$ cat config.mk
export PLATFORM = sky130hd
export DESIGN_NAME = ifetch_q
export DESIGN_NICKNAME = d
export VERILOG_FILES = /design/src/rtl/ifetch_q.sv
export SDC_FILE = /design/constraint.sdc
export NUM_CORES = 1
export LEC_CHECK = 0
export BUFFER_PORTS_ARGS = -buffer_cell sky130_fd_sc_hd__buf_2
export CAP_MARGIN = 20
export CELL_PAD_IN_SITES_DETAIL_PLACEMENT = 0
export CELL_PAD_IN_SITES_GLOBAL_PLACEMENT = 1
export CORE_UTILIZATION = 41
export CTS_CLUSTER_SIZE = 20
export DETAILED_ROUTE_END_ITERATION = 6
export GPL_ROUTABILITY_DRIVEN = 0
export MAX_ROUTING_LAYER = met4
export PLACE_DENSITY = 0.64
export SKIP_LAST_GASP = 1
export SYNTH_ARGS = -nofsm -noshare
export SYNTH_HDL_FRONTEND = slang
export SYNTH_SLANG_ARGS = --single-unit
$ cat constraint.sdc
create_clock -name clk -period 7.4 [get_ports clk]
set_clock_uncertainty 0.05 [all_clocks]
set_input_delay 2.22 -clock clk [delete_from_list [all_inputs] [get_ports clk]]
set_output_delay 2.22 -clock clk [all_outputs]
set_load 0.02 [all_outputs]
$ cat src/rtl/ifetch_q.sv
// ifetch_q: in-order instruction fetch feeding a DEPTH-entry FIFO, with epoch-based flush on redirect.
// Build macro IFETCH_PERF_EN adds the perf_fetched / perf_flushes event counters.
module ifetch_q #(
   parameter int                ADDR_W   = 32,
   parameter int                DEPTH    = 4,
   parameter logic [ADDR_W-1:0] RESET_PC = '0
) (
   input  logic              clk,
   input  logic              rst,
   input  logic              redirect_valid,
   input  logic [ADDR_W-1:0] redirect_pc,
   output logic              imem_req,
   output logic [ADDR_W-3:0] imem_addr,
   input  logic [31:0]       imem_rdata,
   output logic              inst_valid,
   input  logic              inst_ready,
   output logic [31:0]       inst,
   output logic [ADDR_W-1:0] inst_pc
`ifdef IFETCH_PERF_EN
   ,output logic [31:0]      perf_fetched
   ,output logic [31:0]      perf_flushes
`endif
);

   localparam int               PTR_W = $clog2(DEPTH);
   localparam int               CNT_W = PTR_W + 1;
   localparam logic [CNT_W-1:0] FULL  = CNT_W'(DEPTH);

   // Handshakes: inst_valid/inst_ready is strict valid/ready -- the head is popped on a
   // cycle with both high, and inst/inst_pc stay stable while inst_valid && !inst_ready.
   // imem_req has no back-pressure; the memory answers exactly one cycle later.

   logic [ADDR_W-1:0] fpc;
   logic [ADDR_W-1:0] fetch_pc;
   logic [PTR_W-1:0]  wr_ptr;
   logic [PTR_W-1:0]  rd_ptr;
   logic [CNT_W-1:0]  count;
   logic [CNT_W-1:0]  occupancy;
   logic              epoch;
   logic              inflight;
   logic              inflight_epoch;
   logic [ADDR_W-1:0] inflight_pc;
   logic              resp_wr;
   logic              pop;

   logic [31:0]       q_inst [DEPTH];
   logic [ADDR_W-1:0] q_pc   [DEPTH];

   always_comb begin
      fetch_pc   = redirect_valid ? (redirect_pc & ~ADDR_W'(3)) : fpc;
      // Credit: queued entries plus the one response that may still land must fit.
      occupancy  = count + CNT_W'(inflight);
      imem_req   = rst && (redirect_valid || (occupancy < FULL));
      imem_addr  = fetch_pc[ADDR_W-1:2];
      resp_wr    = inflight && (inflight_epoch == epoch) && !redirect_valid;
      inst_valid = (count != '0);
      pop        = inst_valid && inst_ready && !redirect_valid;
      inst       = inst_valid ? q_inst[rd_ptr] : '0;
      inst_pc    = inst_valid ? q_pc[rd_ptr]   : '0;
   end

   always_ff @(posedge clk or negedge rst) begin
      if (!rst) begin
         fpc            <= RESET_PC;
         epoch          <= 1'b0;
         inflight       <= 1'b0;
         inflight_epoch <= 1'b0;
         inflight_pc    <= '0;
         count          <= '0;
         wr_ptr         <= '0;
         rd_ptr         <= '0;
      end else if (redirect_valid) begin
         // Flush wins over any pop or response in the same cycle.
         fpc            <= fetch_pc + ADDR_W'(4);
         epoch          <= ~epoch;
         inflight       <= 1'b1;
         inflight_epoch <= ~epoch;
         inflight_pc    <= fetch_pc;
         count          <= '0;
         wr_ptr         <= '0;
         rd_ptr         <= '0;
      end else begin
         inflight <= imem_req;
         if (imem_req) begin
            fpc            <= fpc + ADDR_W'(4);
            inflight_pc    <= fpc;
            inflight_epoch <= epoch;
         end
         if (resp_wr) wr_ptr <= wr_ptr + PTR_W'(1);
         if (pop)     rd_ptr <= rd_ptr + PTR_W'(1);
         case ({resp_wr, pop})
            2'b10:   count <= count + CNT_W'(1);
            2'b01:   count <= count - CNT_W'(1);
            default: count <= count;
         endcase
      end
   end

   // Storage is never read while its count slot is empty, so it needs no reset.
   always_ff @(posedge clk) begin
      if (resp_wr) begin
         q_inst[wr_ptr] <= imem_rdata;
         q_pc[wr_ptr]   <= inflight_pc;
      end
   end

`ifdef IFETCH_PERF_EN
   always_ff @(posedge clk or negedge rst) begin
      if (!rst) begin
         perf_fetched <= '0;
         perf_flushes <= '0;
      end else begin
         if (resp_wr)        perf_fetched <= perf_fetched + 32'd1;
         if (redirect_valid) perf_flushes <= perf_flushes + 32'd1;
      end
   end
`endif

   no_overflow: assert property (@(posedge clk) disable iff (!rst)
      !(resp_wr && !pop && (count == FULL)));

endmodule

==> results of run 1 <==
tightest hold or removal path: cells and delay by family (launching register included):
kind	cells	cell delay, ps
AO/OA/AOI/OAI	1	70
flip-flops	1	340
AND/OR/NAND/NOR	1	50
logic make-up after synthesis:
kind of cell / Yosys count
AO/OA/AOI/OAI: 82
buffers and inverters: 100
adder cells (fa/ha/maj): 6
flip-flops: 330
XOR/XNOR: 24
multiplexers: 95
AND/OR/NAND/NOR: 238
how the worst max path moves through the flow:
stage                          to  cells past startpoint  slack (ps)            from
floorplan           imem_addr[23]                      8        1640  redirect_valid
global placement    imem_addr[27]                      5        1410  redirect_valid
detailed placement  imem_addr[18]                      5        1380  redirect_valid
CTS                 imem_addr[25]                      5        1350  redirect_valid
global route        imem_addr[25]                      5        1260  redirect_valid
finish              imem_addr[25]                      5        1360  redirect_valid
routing by layer:
layer	share of wire	wire, microns
met1	0.45	13200
met2	0.48	14000
met3	0.050	1460
met4	0.016	461
met5	0	0
area by class of cell:
cell class,instances,area [sq um],share of cell area
sequential,330,9550,0.588
multi-input combinational,445,3920,0.241
clock buffer,52,1010,0.0624
timing repair buffer,172,903,0.0556
tap,448,561,0.0345
clock inverter,15,186,0.0115
inverter,28,105,0.00647
cell usage in the layout, fill, tap and decap left out, types with 4 or more instances in the layout:
| cell type | n |
|---|---|
| sky130_fd_sc_hd__dfrtp_1 | 72 |
| sky130_fd_sc_hd__nand2_1 | 30 |
| sky130_fd_sc_hd__nand3_1 | 19 |
| sky130_fd_sc_hd__inv_1 | 26 |
| sky130_fd_sc_hd__and2_1 | 66 |
| sky130_fd_sc_hd__o31ai_1 | 5 |
| sky130_fd_sc_hd__a21oi_1 | 41 |
| sky130_fd_sc_hd__buf_2 | 160 |
| sky130_fd_sc_hd__and4_1 | 6 |
| sky130_fd_sc_hd__xnor2_1 | 17 |
| sky130_fd_sc_hd__clkbuf_16 | 38 |
| sky130_fd_sc_hd__nor2_1 | 75 |
| sky130_fd_sc_hd__clkinv_1 | 4 |
| sky130_fd_sc_hd__o21a_1 | 4 |
| sky130_fd_sc_hd__buf_4 | 11 |
| sky130_fd_sc_hd__clkbuf_1 | 13 |
| sky130_fd_sc_hd__nor4_1 | 5 |
| sky130_fd_sc_hd__mux2_2 | 7 |
| sky130_fd_sc_hd__edfxtp_1 | 256 |
| sky130_fd_sc_hd__mux2i_1 | 24 |
| sky130_fd_sc_hd__and2_4 | 4 |
| sky130_fd_sc_hd__nand4_1 | 9 |
| sky130_fd_sc_hd__o21ai_0 | 9 |
| sky130_fd_sc_hd__mux4_2 | 64 |
| sky130_fd_sc_hd__xor2_1 | 7 |
| sky130_fd_sc_hd__ha_1 | 5 |
| sky130_fd_sc_hd__bufinv_16 | 4 |
| sky130_fd_sc_hd__nor3_1 | 6 |
sequential cells by signal, indices dropped and copies added (netlist names), 2 cells and up:
name         flops
inflight_pc     32
fpc             32
count            3
q_inst         128
rd_ptr           2
wr_ptr           2
q_pc           128
stage by stage:
stage | cells | setup slack (ps)
2_1_floorplan | 875 | 1640
4_1_cts | 1490 | 1350
5_1_grt | 1490 | 1260
6_report | 1490 | 1360
3_5_place_dp | 1423 | 1380
3_3_place_gp | 1423 | 1410
report_power, final:
| group | internal (mW) | leakage (nW) | switching (mW) |
|---|---|---|---|
| clock network | 1.10 | 0.573 | 0.701 |
| logic | 0.662 | 2.27 | 0.963 |
| registers | 2.36 | 3.19 | 0.219 |
| total | 4.12 | 6.04 | 1.88 |
==> results.txt, run 1 <==
The run finished with clean final reports. The max-capacitance violation count came out at 0. The highest fanout seen on the critical path came out at 25. The xor/xnor share of the synthesized area came out at 0.0150. After the first detailed-routing iteration, the DRC count stood at approximately 390. The H-tree was split into 2 levels.

The final count of hold timing violations is 0. The initial antenna violation count was 0. The synthesized area divided by synthesized cell count is about 16 sq um. For this run, design rule violations remaining after detail routing come to 0. The net total in the final layout is 1088. The buffer and inverter count on the worst path is 4.

The quantity of I/O buffers inserted on ports came out at around 160. Counting instances, the worst hold path has a depth of 2. The total count of max-transition violations in the final report came out at 0.

The worst-margin pin slew is around 1100 ps. In this run the most used layer during global routing was met2. The number of synthesized flops with an enable pin is 256. The startpoint of the most critical hold path is fpc[30]. The kind of cell with the highest combined delay along the critical path is buffers and inverters. The count of cell types in the netlist is 56. The path with the worst hold slack has its endpoint at fpc[30]. The total grt overflow came out at 0.

The area of the die came out at ~35000 sq um. The number of clock buffers added by TritonCTS is 37. The maximum number of pins on one net before global-route repair came out at 66. The worst hold margin is ~440 ps. The later pin in the worst-skew pair is clocked with a latency of between 500 and 600 ps. The number of global-route vias before repair is around 7900. The largest total area in the synthesized netlist belongs to sky130_fd_sc_hd__edfxtp_1. The worst setup path is of the input pin to output pin kind. The post-detailed-route wirelength per cell came out at just under 20 microns. Of the total synthesized cell area, the portion taken by AND, OR, NAND and NOR gates is 0.0941.

The flip-flop and latch count after synthesis came out at between 300 and 400. The post-synthesis share of cell area spent on full adders, half adders and majority gates came out at 0.00590. In this run the vertical extent of the chip is 187 microns. The met2 routing resource usage after global routing came out at 0.279. The number of clock sinks is 330. Clock-pin slew was measured on the worst setup and hold paths at around 60 ps.

The final count of negative-setup-slack endpoints is 0. In this run the power density over the cells is around 370 nW/um^2. The worst setup path is captured at an output pin. The root buffer selected by CTS is sky130_fd_sc_hd__clkbuf_16.

The multiplexer share of the synthesized area is 0.126. The number of antenna repair diodes is 0. The largest individual stage delay along the critical path comes from the cell sky130_fd_sc_hd__mux2i_1. The total nets after synthesis came out at approximately 950. The met3 routing resource usage after global routing came out at 0.0292. The arrival time at the worst endpoint is 3770 ps. TritonCTS built the clock tree. The maximum clock rate came out at around 0.17 GHz. For this configuration, the core starts out at a cell density of 0.417. The min-delay analysis places its worst path in the category flop to flop. The routed wire length came out at approximately 29000 microns. The portion of the post-synthesis area used by sequential elements came out at 0.682. The post-CTS resize count is 0. The most repeated cell in the gate-level netlist after synthesis is sky130_fd_sc_hd__edfxtp_1. The count of nets left with antenna violations after detail routing came out at 0. The count of cells along the worst register-to-register path is 5. In the synthesized netlist, the cells that appear most often are sky130_fd_sc_hd__edfxtp_1, sky130_fd_sc_hd__nor2_1, sky130_fd_sc_hd__dfrtp_1. Dividing the final minimum period by the clock period gives 0.816. The proportion of netlist area held by the largest area contributor came out at 0.550. The share of the synthesized area in compound gates (AO/OA/AOI/OAI) came out at 0.0385. The met1 track demand over resource in global routing is 0.241. The cell count after synthesis is roughly 880. The total vias in the final route is 7604. After synthesis, the cell types taking the most area are sky130_fd_sc_hd__edfxtp_1, sky130_fd_sc_hd__dfrtp_1, sky130_fd_sc_hd__mux4_2. In this run the critical register-to-register path is captured at q_inst[3][29].

The analysis attributes to cell leakage a power of between 6 and 7 nW. The clock passes through at most 3 buffers. The placed instances occupy a cell area of around 15000 sq um.

After detailed routing, the number of vias per cell comes to 5.10. In the synthesized netlist the dominant register cell turns out to be sky130_fd_sc_hd__edfxtp_1. The number of top-level pins came out at between 150 and 200. The core occupancy in the finished layout came out at 0.484. The total routing resource utilization after global routing is 0.177. The signal on the critical path passes through buf_2 > buf_4 > mux2i_1 > inv_1 > buf_2.

The region available for standard cell placement spans ~34000 sq um. The final setup TNS is 0 ps. In the synthesized netlist the async set-or-reset flop fraction comes to 0.224.

The Yosys step of the flow raised 0 warnings. The remaining max-slew budget at the tightest pin came out at 0.277. The internal reg-to-reg setup slack came out at between 4000 and 5000 ps. The post-layout total power is 6.00 mW. The share of final-layout standard cells stronger than drive strength 1 came out at 0.302. In this run the cell area of the synthesized design comes to between 10000 and 15000 sq um. The largest single stage delay on the critical path is approximately 460 ps. The most numerous cell type found on the critical path is sky130_fd_sc_hd__buf_2. The number of buffers added for setup after CTS is 0. For this run, the detailed router's first-pass iteration total came to 4. In this run, post-CTS hold repair placed 0 buffers.

Detailed placement finished with a half-perimeter wire length of 17300 microns. The final instance area is 16200 sq um. The die width is ~190 microns. The fill cell instance count of the final layout is about 3000. By area, the combinational part of the netlist is dominated by multiplexers. The maximum resistive drop on vdd is ~170 uV. STA classifies the critical path startpoint as an input pin.

The clock period minus final worst setup slack came out at just over 6000 ps. The floorplan row count is between 60 and 70. The startpoint of the worst-slack reg-to-reg timing path is epoch.

The required time at the endpoint of the critical path came out at 5130 ps. The first global-routing pass estimated 46300 microns of wire. Setup repair after global routing left no endpoint under its margin. The area added between synthesis and finish is 16.1%.
(Power assumes the default switching activity.)
==> run 2, diff against run 1 <==
ABC_AREA = 1   (was unset)
PLACE_DENSITY = 0.68   (was 0.64)
clock period = 6.1 ns   (was 7.4 ns; I/O delays follow)
==> run 2 against run 1 <==
Via count rose by 26%. Clock power increased by 13%. Die area rose by 1.9%. Synthesized cell count rose by 55%. Hold slack lost 13 ps. Synthesized area increased by 1.9%. Non-clock buffer count rose by 8. Largest cell class unchanged.
==> results.txt, run 2 <==
The final count of negative-setup-slack endpoints came to 0 (unchanged). The maximum resistive drop on vdd was 223 uV (+32%). The DRC violations left came to 0 (unchanged). The library cell used most frequently in the layout, excluding fill and tap cells, is sky130_fd_sc_hd__nor2_1. The synthesized area divided by synthesized cell count came to 10.5 sq um (-34%).

The required time at the endpoint of the critical path is 4220 ps (-910 ps). The final count of hold timing violations came out at 0 (unchanged). The area of the die is 35500 sq um (+1.9%). The placed cell area came out at 15300 sq um (+1.7%). The power density of the placed cells came out at 440 nW/um^2 (+19%). The number of synthesized flops with an enable pin is 256 (unchanged). The area added between synthesis and finish is 15.0%. The count of TritonRoute iterations in the first routing pass came to 5 (+1). The internal reg-to-reg setup slack came out at 3250 ps (-1430 ps). The post-CTS resize count is 0 (unchanged). The routed design could run at a clock period as short as slightly below 5000 ps. The met2 routing resource usage after global routing came out at 0.301 (+0.0225). The die boundary height came out at 188 microns (+0.95%). Setup repair after global routing left no endpoint under its margin. TritonCTS built the clock tree.

The total nets after synthesis is 1428 (+50%). The proportion of netlist area held by the largest area contributor is 0.539 (-0.0104). The library cell occupying the most area in the post-synthesis netlist is sky130_fd_sc_hd__edfxtp_1. After synthesis, the cell types taking the most area are sky130_fd_sc_hd__edfxtp_1, sky130_fd_sc_hd__dfrtp_1, sky130_fd_sc_hd__nor2_1. The core outline area came out at 33900 sq um (+1.0%). The initial antenna violation count came out at 0 (unchanged). The met3 routing resource usage after global routing came to 0.0270 (-0.00214).

The worst path setup slack after routing came out at 1140 ps (-222 ps). The largest registers in the layout are q_inst x128, q_pc x128. The kind of cell with the highest combined delay along the critical path is buffers and inverters. The run finished with clean final reports. In the synthesized netlist the dominant register cell turns out to be sky130_fd_sc_hd__edfxtp_1.

met2 is the most crowded layer. The met1 track demand over resource in global routing is 0.261 (+0.0199). The hold buffer count at cts is 0 (unchanged). The starting density of the core came out at 0.421 (+0.00381). The startpoint class of the critical path is an input pin.

In this run the clock root is driven by a sky130_fd_sc_hd__clkbuf_16. The number of buffers added for setup after CTS came out at 0 (unchanged). The number of CTS-inserted buffers came out at 36 (-2.7%). By instance count, the cell type seen most on the critical path is sky130_fd_sc_hd__buf_2. The maximum clock rate is ~0.20 GHz.

The total grt overflow is 0 (unchanged). The mapped cell area is 14300 sq um (+1.9%). The number of clock sinks came out at 330 (unchanged). The sequential cell area is 9540 sq um (about the same).

The portion of the post-synthesis area used by sequential elements came out at 0.669 (-0.0129). The most common cell in the synthesized netlist is sky130_fd_sc_hd__nor2_1. The count of cells along the worst register-to-register path came out at 9 (+4). The arrival time at the worst endpoint came out at 3080 ps (-690 ps). The violation count after the first detailed-routing iteration came out at 521 (+34%). The total routing resource utilization after global routing is 0.191 (+0.0145). The worst-case clock buffer depth is 3 (unchanged). The floorplan row count is 67 (unchanged). The die width came out at 188 microns (+0.95%).

The flip-flop and latch count after synthesis is 330 (unchanged). Of the available clock period, the critical path in the final layout requires 0.814. The proportion of synthesized flip-flops having asynchronous set or reset is 0.224 (unchanged).

The total vias in the final route was 9546 (+26%). STA classifies the critical path endpoint as an output pin. The total count of max-transition violations in the final report is 0 (unchanged).

The HPWL after detailed placement is 19200 microns (+11%). The max-capacitance violation count came out at 0 (unchanged). The final instance area is 16400 sq um (+0.97%). The highest fanout seen on the critical path came out at 41 (+64%). The number of top-level pins is 164 (unchanged). The core occupancy in the finished layout was 0.484 (about the same). The buffer and inverter count on the worst path came out at 4 (unchanged). The count of nets left with antenna violations after detail routing was 0 (unchanged). The net total in the final layout came out at 1545 (+42%).

The quantity of I/O buffers inserted on ports is 161 (unchanged). The cell count after synthesis came to 1354 (+55%). For hold timing, the worst endpoint is fpc[0].

The worst-case setup slack after placement is 1140 ps (-236 ps). The worst hold margin was 432 ps (-13.2 ps). The share of final-layout standard cells stronger than drive strength 1 came out at 0.195 (-0.107). The critical path class is input pin to output pin. Walking the worst path, the cells encountered are buf_2 > clkinv_4 > or2_2 > o21ai_0 > inv_1 > buf_2. The library cells used most frequently in the layout, excluding fill and tap cells, are sky130_fd_sc_hd__nor2_1, sky130_fd_sc_hd__edfxtp_1, sky130_fd_sc_hd__nand2_1. The count of cell types in the netlist came to 35 (-38%). The insertion delay of the later-clocked pin in the worst-skew pair came out at 500 ps (about the same).

The worst hold path begins at fpc[0]. The worst-margin pin slew is 969 ps (-116 ps). The detailed-route vias per instance came out at 4.91 (-3.9%). The post-detailed-route wirelength per cell is 16.8 microns (-14%). The master of the slowest instance on the critical path is sky130_fd_sc_hd__or2_2.

The number of warnings issued by yosys came out at 0 (unchanged). The final setup TNS came out at 0 ps (unchanged). The number of levels the H-tree was split into is 2 (unchanged). The maximum number of pins on one net before global-route repair came out at 87 (+32%).

The commonest cells after synthesis are sky130_fd_sc_hd__nor2_1, sky130_fd_sc_hd__edfxtp_1, sky130_fd_sc_hd__nand2_1. The remaining max-slew budget at the tightest pin came out at 0.354 (+0.0773). The static leakage is 6.37 nW (+5.6%). The worst register-to-register path ends at count[2].

The clock transition at the register clock pins on the worst setup and hold paths after CTS came out at 60 ps (about the same). The type of the worst min-delay path is flop to flop. The routed wire length came to 32600 microns (+12%). The area occupied by multi-input gates is 4010 sq um (+2.3%). The wire length of the first global-routing pass came out at 51300 microns (+11%).

The fill cell instance count of the final layout came to 3136 (+7.4%). The startpoint of the worst-slack reg-to-reg timing path is count[1]. The number of global-route vias before repair is 9183 (+16%). The hold-critical path depth is 2 (unchanged).

The critical path's largest stage delay came out at 390 ps (-70 ps).
## run 2: worst min-delay path: stages (launching register included)
cell                      delay, ps
sky130_fd_sc_hd__dfrtp_1        350
sky130_fd_sc_hd__inv_1           50
sky130_fd_sc_hd__nor2_1          40
## run 2: per-stage QoR
| stage | power, mW | cells |
|---|---|---|
| after floorplan | 4.51 | 1354 |
| after global placement | 5.24 | 1881 |
| after detailed placement | 5.26 | 1881 |
| after CTS | 7.31 | 1945 |
| after global routing | 7.64 | 1945 |
| final | 7.22 | 1946 |
## run 2: cell families after synthesis
logic type / synth area share
AOI/OAI and AO/OA: 0.0886
xor gates and xnor gates: 0.00737
adders and majority gates: 0.00579
buffers and inverters: 0.0529
DFF: 0.669
and+or+nand+nor: 0.176
## run 2: how the worst max path moves through the flow
stage | cells past startpoint | endpoint | slack [ps] | startpoint
after floorplan | 6 | q_inst[0][0] | 230 | redirect_valid
after global placement | 6 | imem_addr[29] | 1160 | redirect_valid
after detailed placement | 6 | imem_addr[29] | 1140 | redirect_valid
after CTS | 5 | inst_pc[16] | 1050 | rd_ptr[0]
after global routing | 5 | inst[11] | 810 | rd_ptr[0]
final | 6 | imem_addr[29] | 1140 | redirect_valid
## run 2: cell type report
class | instances | area share
diodes | 1 | 0.000153
clock buffers | 46 | 0.0592
clock inverters | 18 | 0.00801
inverters | 51 | 0.0121
multi-input cells | 872 | 0.245
flip-flops and latches | 330 | 0.582
well taps | 448 | 0.0342
repair buffers | 180 | 0.0595
## run 2: metal layers
layer  up-vias  share of wire
li1       4794              -
met1      4477           0.47
met5         -              0
met3        43          0.046
met2       232           0.46
met4         0          0.018
## run 2: where the power goes
group | internal (mW) | switching [mW] | total (mW)
registers | 2.84 | 0.201 | 3.04
logic | 0.609 | 1.53 | 2.14
clock network | 1.17 | 0.863 | 2.04
